--- src/rtl/peripheral_syn_pkg.sv ---
// ---------------------------------------------------------------------------
// peripheral_syn_pkg
// Shared definitions for the commit-synchronisation peripheral:
//   - default commit-FIFO depth
//   - field widths of a retired-instruction record
//   - bit layout of the packed dutpc word
//   - FSM state encoding of the publisher
//   - the FIFO entry type and a helper that packs dutpc from an entry
// ---------------------------------------------------------------------------
package peripheral_syn_pkg;

    // Commit FIFO depth (power of two, 2..64)
    localparam int DEPTH_DEFAULT = 8;

    // Record field widths
    localparam int PC_W     = 64;
    localparam int RFDEST_W = 5;
    localparam int DATA_W   = 64;
    localparam int SEQ_W    = 64;
    localparam int DUTPC_W  = 64;

    // dutpc layout: [63] rfwen, [62:61] zero pad, [60:56] rfdest, [55:0] pc[55:0]
    localparam int DUTPC_WEN_BIT = 63;
    localparam int DUTPC_PAD_HI  = 62;
    localparam int DUTPC_PAD_LO  = 61;
    localparam int DUTPC_DEST_HI = 60;
    localparam int DUTPC_DEST_LO = 56;
    localparam int DUTPC_PC_HI   = 55;

    // Publisher FSM encoding
    localparam int STATE_W = 2;
    localparam logic [1:0] ST_IDLE     = 2'b00;
    localparam logic [1:0] ST_PUBLISH  = 2'b01;
    localparam logic [1:0] ST_WAIT_ACK = 2'b10;

    // One retired instruction as held in the commit FIFO
    typedef struct packed {
        logic [PC_W-1:0]     pc;
        logic [RFDEST_W-1:0] rfdest;
        logic                rfwen;
        logic [DATA_W-1:0]   rfdata;
        logic [SEQ_W-1:0]    seq;
    } commit_entry_t;

    // Build the host-visible dutpc word from an entry. Only pc[55:0] fits;
    // the upper pc bits are intentionally discarded.
    function automatic logic [DUTPC_W-1:0] pack_dutpc(input commit_entry_t e);
        logic [DUTPC_W-1:0] word;
        word[DUTPC_WEN_BIT]                 = e.rfwen;
        word[DUTPC_PAD_HI:DUTPC_PAD_LO]     = 2'b00;
        word[DUTPC_DEST_HI:DUTPC_DEST_LO]   = e.rfdest;
        word[DUTPC_PC_HI:0]                 = e.pc[DUTPC_PC_HI:0];
        return word;
    endfunction

endpackage

--- src/rtl/syn_commit_fifo.sv ---
// ---------------------------------------------------------------------------
// syn_commit_fifo
// Synchronous FIFO holding retired-instruction records until the publisher
// takes them. Head entry is presented combinationally so the consumer can
// register it on the same edge that pops it.
//
// Ports
//   clk          in   clock, rising edge
//   reset        in   synchronous active-high reset (empties FIFO, ptrs to 0)
//   push_i       in   write push_data_i at the tail on this edge
//   push_data_i  in   record to write
//   pop_i        in   advance the head on this edge
//   head_o       out  record at the head (valid when count_o != 0)
//   count_o      out  occupancy, 0..DEPTH
//
// The caller guarantees push_i is never asserted when full and pop_i is never
// asserted when empty; push and pop on the same edge both take effect.
// ---------------------------------------------------------------------------
module syn_commit_fifo
    import peripheral_syn_pkg::*;
#(
    parameter int DEPTH = DEPTH_DEFAULT,
    localparam int AW   = $clog2(DEPTH),
    localparam int CW   = AW + 1
) (
    input  logic          clk,
    input  logic          reset,
    input  logic          push_i,
    input  commit_entry_t push_data_i,
    input  logic          pop_i,
    output commit_entry_t head_o,
    output logic [CW-1:0] count_o
);

    // Storage: no reset needed, occupancy tracking makes stale data invisible
    commit_entry_t mem_q [DEPTH];

    logic [AW-1:0] wr_ptr_q, wr_ptr_d;
    logic [AW-1:0] rd_ptr_q, rd_ptr_d;
    logic [CW-1:0] count_q,  count_d;

    // Pointers are exactly log2(DEPTH) bits wide, so the natural binary
    // roll-over implements the modulo-DEPTH wrap.
    always_comb begin
        wr_ptr_d = wr_ptr_q;
        rd_ptr_d = rd_ptr_q;
        count_d  = count_q;
        if (push_i) begin
            wr_ptr_d = wr_ptr_q + AW'(1);
        end
        if (pop_i) begin
            rd_ptr_d = rd_ptr_q + AW'(1);
        end
        case ({push_i, pop_i})
            2'b10:   count_d = count_q + CW'(1);
            2'b01:   count_d = count_q - CW'(1);
            default: count_d = count_q;
        endcase
    end

    always_ff @(posedge clk) begin
        if (reset) begin
            wr_ptr_q <= '0;
            rd_ptr_q <= '0;
            count_q  <= '0;
        end else begin
            wr_ptr_q <= wr_ptr_d;
            rd_ptr_q <= rd_ptr_d;
            count_q  <= count_d;
        end
    end

    always_ff @(posedge clk) begin
        if (push_i && !reset) begin
            mem_q[wr_ptr_q] <= push_data_i;
        end
    end

    assign head_o  = mem_q[rd_ptr_q];
    assign count_o = count_q;

endmodule

--- src/rtl/peripheral_syn_ctrl.sv ---
// ---------------------------------------------------------------------------
// peripheral_syn_ctrl
// Captures retired instructions from the DUT core into a commit FIFO, tags
// each with a 64-bit sequence number, and publishes them one at a time to a
// host through registered outputs with a one-cycle capture strobe, waiting
// for a host acknowledge before publishing the next one.
//
// Ports
//   clk              in   clock, rising edge
//   reset            in   synchronous active-high reset
//   commit_valid     in   core retired one instruction this cycle
//   commit_pc        in   retired PC (64)
//   commit_rfdest    in   destination register index (5)
//   commit_rfwen     in   register-file write enable
//   commit_rfdata    in   write-back data (64)
//   commit_ready     out  FIFO not full (and not in reset)
//   host_ack         in   host consumed the published record
//   dutpc            out  {rfwen, 2'b00, rfdest, pc[55:0]}
//   rfData           out  published write-back data
//   instrcnt         out  sequence number of the published record
//   syn_reg1_update  out  one-cycle strobe: dutpc/instrcnt valid
//   sync_valid       out  one-cycle strobe: rfData valid
//   fifo_count       out  FIFO occupancy
//   overflow         out  sticky: a commit was dropped because FIFO was full
// ---------------------------------------------------------------------------
module peripheral_syn_ctrl
    import peripheral_syn_pkg::*;
#(
    parameter int DEPTH = DEPTH_DEFAULT,
    localparam int CW   = $clog2(DEPTH) + 1
) (
    input  logic                clk,
    input  logic                reset,
    input  logic                commit_valid,
    input  logic [PC_W-1:0]     commit_pc,
    input  logic [RFDEST_W-1:0] commit_rfdest,
    input  logic                commit_rfwen,
    input  logic [DATA_W-1:0]   commit_rfdata,
    output logic                commit_ready,
    input  logic                host_ack,
    output logic [DUTPC_W-1:0]  dutpc,
    output logic [DATA_W-1:0]   rfData,
    output logic [SEQ_W-1:0]    instrcnt,
    output logic                syn_reg1_update,
    output logic                sync_valid,
    output logic [CW-1:0]       fifo_count,
    output logic                overflow
);

    // -----------------------------------------------------------------------
    // Internal state
    // -----------------------------------------------------------------------
    logic [STATE_W-1:0] state_q,      state_d;
    logic [SEQ_W-1:0]   accept_cnt_q, accept_cnt_d;
    logic               overflow_q,   overflow_d;
    logic               strobe_q,     strobe_d;
    logic [DUTPC_W-1:0] dutpc_q,      dutpc_d;
    logic [DATA_W-1:0]  rfdata_q,     rfdata_d;
    logic [SEQ_W-1:0]   instrcnt_q,   instrcnt_d;

    commit_entry_t      push_entry;
    commit_entry_t      head_entry;
    logic               push;
    logic               pop;
    logic [CW-1:0]      count;

    // pc[63:56] travels through the FIFO but is not part of dutpc
    logic               unused_pc_hi;
    assign unused_pc_hi = ^head_entry.pc[PC_W-1:DUTPC_PC_HI+1];

    // -----------------------------------------------------------------------
    // Commit acceptance
    // -----------------------------------------------------------------------
    // Ready depends only on the registered count, so a pop on the same edge
    // cannot make room for a push when the FIFO is full.
    assign commit_ready = !reset && (count != CW'(DEPTH));
    assign push         = commit_valid && commit_ready;

    // The sequence number is the accept counter value before this commit
    assign push_entry.pc     = commit_pc;
    assign push_entry.rfdest = commit_rfdest;
    assign push_entry.rfwen  = commit_rfwen;
    assign push_entry.rfdata = commit_rfdata;
    assign push_entry.seq    = accept_cnt_q;

    // The publisher only takes a record when it is idle
    assign pop = !reset && (state_q == ST_IDLE) && (count != '0);

    syn_commit_fifo #(
        .DEPTH (DEPTH)
    ) u_fifo (
        .clk         (clk),
        .reset       (reset),
        .push_i      (push),
        .push_data_i (push_entry),
        .pop_i       (pop),
        .head_o      (head_entry),
        .count_o     (count)
    );

    // -----------------------------------------------------------------------
    // Counter, overflow and publisher FSM
    // -----------------------------------------------------------------------
    always_comb begin
        state_d      = state_q;
        accept_cnt_d = accept_cnt_q;
        overflow_d   = overflow_q;
        strobe_d     = strobe_q;
        dutpc_d      = dutpc_q;
        rfdata_d     = rfdata_q;
        instrcnt_d   = instrcnt_q;

        // Counter wraps naturally from all-ones to zero
        if (push) begin
            accept_cnt_d = accept_cnt_q + SEQ_W'(1);
        end
        if (commit_valid && !commit_ready) begin
            overflow_d = 1'b1;
        end

        case (state_q)
            ST_IDLE: begin
                strobe_d = 1'b0;
                if (pop) begin
                    dutpc_d    = pack_dutpc(head_entry);
                    rfdata_d   = head_entry.rfdata;
                    instrcnt_d = head_entry.seq;
                    strobe_d   = 1'b1;
                    state_d    = ST_PUBLISH;
                end
            end
            ST_PUBLISH: begin
                // Strobe lasts exactly the PUBLISH cycle; ack is ignored here
                strobe_d = 1'b0;
                state_d  = ST_WAIT_ACK;
            end
            ST_WAIT_ACK: begin
                strobe_d = 1'b0;
                if (host_ack) begin
                    state_d = ST_IDLE;
                end
            end
            default: begin
                strobe_d = 1'b0;
                state_d  = ST_IDLE;
            end
        endcase
    end

    always_ff @(posedge clk) begin
        if (reset) begin
            state_q      <= ST_IDLE;
            accept_cnt_q <= '0;
            overflow_q   <= 1'b0;
            strobe_q     <= 1'b0;
            dutpc_q      <= '0;
            rfdata_q     <= '0;
            instrcnt_q   <= '0;
        end else begin
            state_q      <= state_d;
            accept_cnt_q <= accept_cnt_d;
            overflow_q   <= overflow_d;
            strobe_q     <= strobe_d;
            dutpc_q      <= dutpc_d;
            rfdata_q     <= rfdata_d;
            instrcnt_q   <= instrcnt_d;
        end
    end

    // -----------------------------------------------------------------------
    // Outputs
    // -----------------------------------------------------------------------
    // Both strobes come from one register so they can never disagree
    assign syn_reg1_update = strobe_q;
    assign sync_valid      = strobe_q;
    assign dutpc           = dutpc_q;
    assign rfData          = rfdata_q;
    assign instrcnt        = instrcnt_q;
    assign fifo_count      = count;
    assign overflow        = overflow_q;

endmodule

--- config.mk ---
export PLATFORM = sky130hd
export DESIGN_NAME = peripheral_syn_ctrl
export DESIGN_NICKNAME = d
export VERILOG_FILES = /design/src/rtl/peripheral_syn_pkg.sv /design/src/rtl/syn_commit_fifo.sv /design/src/rtl/peripheral_syn_ctrl.sv
export SDC_FILE = /design/constraint.sdc
export NUM_CORES = 2
export LEC_CHECK = 0
export BUFFER_PORTS_ARGS = -buffer_cell sky130_fd_sc_hd__buf_4
export CAP_MARGIN = 15
export CORE_UTILIZATION = 35
export DETAILED_ROUTE_END_ITERATION = 8
export GPL_TIMING_DRIVEN = 0
export PLACE_DENSITY = 0.54
export SYNTH_ARGS = -nofsm -noshare
export SYNTH_HDL_FRONTEND = slang
export SYNTH_SLANG_ARGS = --single-unit
--- constraint.sdc ---
create_clock -name clk -period 25.1 [get_ports clk]
set_input_delay 1.255 -clock clk [delete_from_list [all_inputs] [get_ports clk]]
set_output_delay 1.255 -clock clk [all_outputs]
set_load 0.02 [all_outputs]
==> impl_metrics.env <==
export IMPL_status="finished with violations"
export IMPL_failed_checks="design-rule violations"
export IMPL_cts_clk_slew_worst_paths_ns=0.05
export IMPL_fillers=16600
export IMPL_setup_worst_path_start="reset"
export IMPL_cp_arrival_ns=3.59
export IMPL_grt_start_max_net_pins=25
export IMPL_hold_viol_final=0
export IMPL_critPathMaxFanout=10
export IMPL_route_detailed_drc=24
export IMPL_synth_top_cell_area_share=0.6863
export IMPL_yosys_warnings=0
export IMPL_synth_cell_type_count=51
export IMPL_postCtsHoldBufs=0
export IMPL_synthTopCellsByArea="edfxtp_1 (69%), mux4_2 (13%), dfxtp_1 (8.1%)"
export IMPL_path_class="primary input to primary output"
export IMPL_drtPass1Iterations=7
export IMPL_place_inst=6333
export IMPL_cts_buffers=190
export IMPL_fp_dieW_um=437.9
export IMPL_tns_ns=0
export IMPL_skew_ns=0.01946
export IMPL_wl_per_cell_um=24.91
export IMPL_stdcell_count=6698
export IMPL_r2r_start="u_fifo.count_o[1]"
export IMPL_finalNetCount=4175
export IMPL_syn_area_um2=66510
export IMPL_ys_flop_type="edfxtp_1"
export IMPL_antenna_found_initial=25
export IMPL_avgSynthCellArea_um2=20.28
export IMPL_port_buffers=327
export IMPL_gp_congestion=0.7273
export IMPL_cp_slowest_cell="clkbuf_1"
export IMPL_busiest_layer="met2"
export IMPL_worst_setup_path_start_kind="primary input"
export IMPL_num_vias=33700
export IMPL_start_util=0.3534
export IMPL_cts_buffer_depth=3
export IMPL_regArea_um2=51010
export IMPL_slew_viol_final=0
export IMPL_critical_path_most_common_cell="clkbuf_1"
export IMPL_cts_max_level=4
export IMPL_drive_above_1_share=0.3053
export IMPL_yosys_area_top_type="edfxtp_1"
export IMPL_core_um2=188200
export IMPL_wl_mm=166.8
export IMPL_track_usage=0.1735
export IMPL_synthCells=3280
export IMPL_crit_path_cell_trace="buf_4, clkbuf_1, clkbuf_1, clkbuf_1, nor2_1, buf_4"
export IMPL_grt_pass1_wl_mm=242.0
export IMPL_tightestPinTransition_ns=1.174
export IMPL_use_met3=0.04047
export IMPL_ctsResizeCount=0
export IMPL_yosysMostFrequentCell="edfxtp_1"
export IMPL_total_power_mw=7.953
export IMPL_ant_nets=0
export IMPL_routed_via_density=5.032
export IMPL_ys_seq_area_frac=0.7670
export IMPL_async_reset_ff_frac=0
export IMPL_grt_setup_unrepaired="false"
export IMPL_setup_viol=0
export IMPL_syn2layout_area_growth_pct=21.66
export IMPL_cts_sinks=1788
export IMPL_rrSetupSlack_ns=20.94
export IMPL_hpwl_mm=112.7
export IMPL_grt_overflow=0
export IMPL_ys_ff_latch=1788
export IMPL_min_from="instrcnt[15]"
export IMPL_pwr_density_cell_nw_per_um2=98.30
export IMPL_dieArea_um2=191800
export IMPL_cap_violations=0
export IMPL_chipHeight_um=437.9
export IMPL_fmax_mhz=206.3
export IMPL_postCtsSetupRepairBufs=0
export IMPL_power_leakage_nw=24.88
export IMPL_grt_use_met2=0.2914
export IMPL_io_pins=338
export IMPL_cp_data_required_time_ns=23.84
export IMPL_cts_root_buffer="clkbuf_16"
export IMPL_clk_latency_ns=0.81
export IMPL_rows=159
export IMPL_fin_crit_ns=4.848
export IMPL_synthTopCellsByCount="edfxtp_1 (1,520), mux4_2 (380), dfxtp_1 (268), nor2_1 (243), mux2i_1 (192)"
export IMPL_min_period_over_period=0.1932
export IMPL_cts_tree="built"
export IMPL_crit_path_end_kind="primary output"
export IMPL_grt_pass1_vias=34550
export IMPL_ir_drop_v=0.00007316
export IMPL_detail_route_iter0_violations=2395
export IMPL_hp_class="register to register"
export IMPL_max_slew_margin=0.2172
export IMPL_multi_input_area_um2=14720
export IMPL_synth_edf_count=1520
export IMPL_max_stage_delay_ns=0.66
export IMPL_grt_use_met1=0.2240
## routing by layer
metal | up-vias | wire (µm)
met5 | - | 120
met4 | 18 | 4149
met3 | 250 | 9468
met2 | 790 | 83190
met1 | 17640 | 69890
li1 | 15000 | -
## layout by cell type, fill, tap and decap left out, drive strengths merged, types with 13 or more instances in the layout
cell type / n
edfxtp: 1520
buf: 606
clkbuf: 408
mux4: 380
dfxtp: 268
nor2: 243
mux2i: 192
a211oi: 190
clkinv: 59
a21oi: 34
nand2: 31
nand3: 23
inv: 23
xor2: 21
or4: 21
xnor2: 19
o21ai: 18
nand4: 18
o31ai: 17
or3: 15
bufinv: 13
## cell families (layout without fill, tap and decap cells)
family,after synthesis,after routing,synth area share
compound gates,265,265,0.02807
xor+xnor,40,40,0.005268
fa+ha+maj,6,6,0.001129
buf+inv,206,1121,0.01238
flops,1788,1788,0.7670
mux,572,572,0.1576
other cells,1,9,0.00005639
simple gates,402,402,0.02854
## through the flow
stage          utilization  setup WS, ns  hold slack [ns]  area (µm²)
2_1_floorplan            -         2.440           0.4750       66510
3_3_place_gp        0.3830        -22.75           0.4855       72090
3_5_place_dp        0.3966         19.87           0.4926       74640
4_1_cts             0.4298         20.13           0.5005       80890
5_1_grt             0.4299         20.10           0.5189       80900
6_report            0.4299         20.25           0.4969       80910
## registers in the layout, indices dropped and copies added (netlist names)
name             flops
u_fifo.mem_q      1520
accept_cnt_q        64
instrcnt            64
rfData              64
dutpc               62
u_fifo.count_o       4
u_fifo.rd_ptr_q      3
u_fifo.wr_ptr_q      3
state_q              2
overflow             1
syn_reg1_update      1
## worst paths after layout
check | end | cells past startpoint
setup / recovery | commit_ready | 6
setup reg to reg | u_fifo.count_o[2] | 13
hold / removal | instrcnt[15] | 2
hold reg to reg | instrcnt[15] | 2
## power breakdown
part	total, mW	switching [mW]	leakage (nW)	internal [mW]
combinational	1.65	0.957	6.39	0.690
sequential	3.51	0.109	15.4	3.41
clock	2.79	1.16	3.06	1.63
total	7.95	2.23	24.9	5.73
## critical path, delay by kind of cell
| family | cells | cell delay, ns |
|---|---|---|
| simple gates | 1 | 0.24 |
| buf+inv | 5 | 2.08 |
## cell type report
type	count	area share
Sequential cell	1788	0.6304
Tap cell	2495	0.03858
Timing Repair Buffer	558	0.06124
Inverter	10	0.0004639
Buffer	196	0.009866
Antenna cell	7	0.0002165
Clock buffer	261	0.06625
Multi-Input combinational cell	1287	0.1820
Clock inverter	96	0.01096
Power figures use the tool's default switching activity.
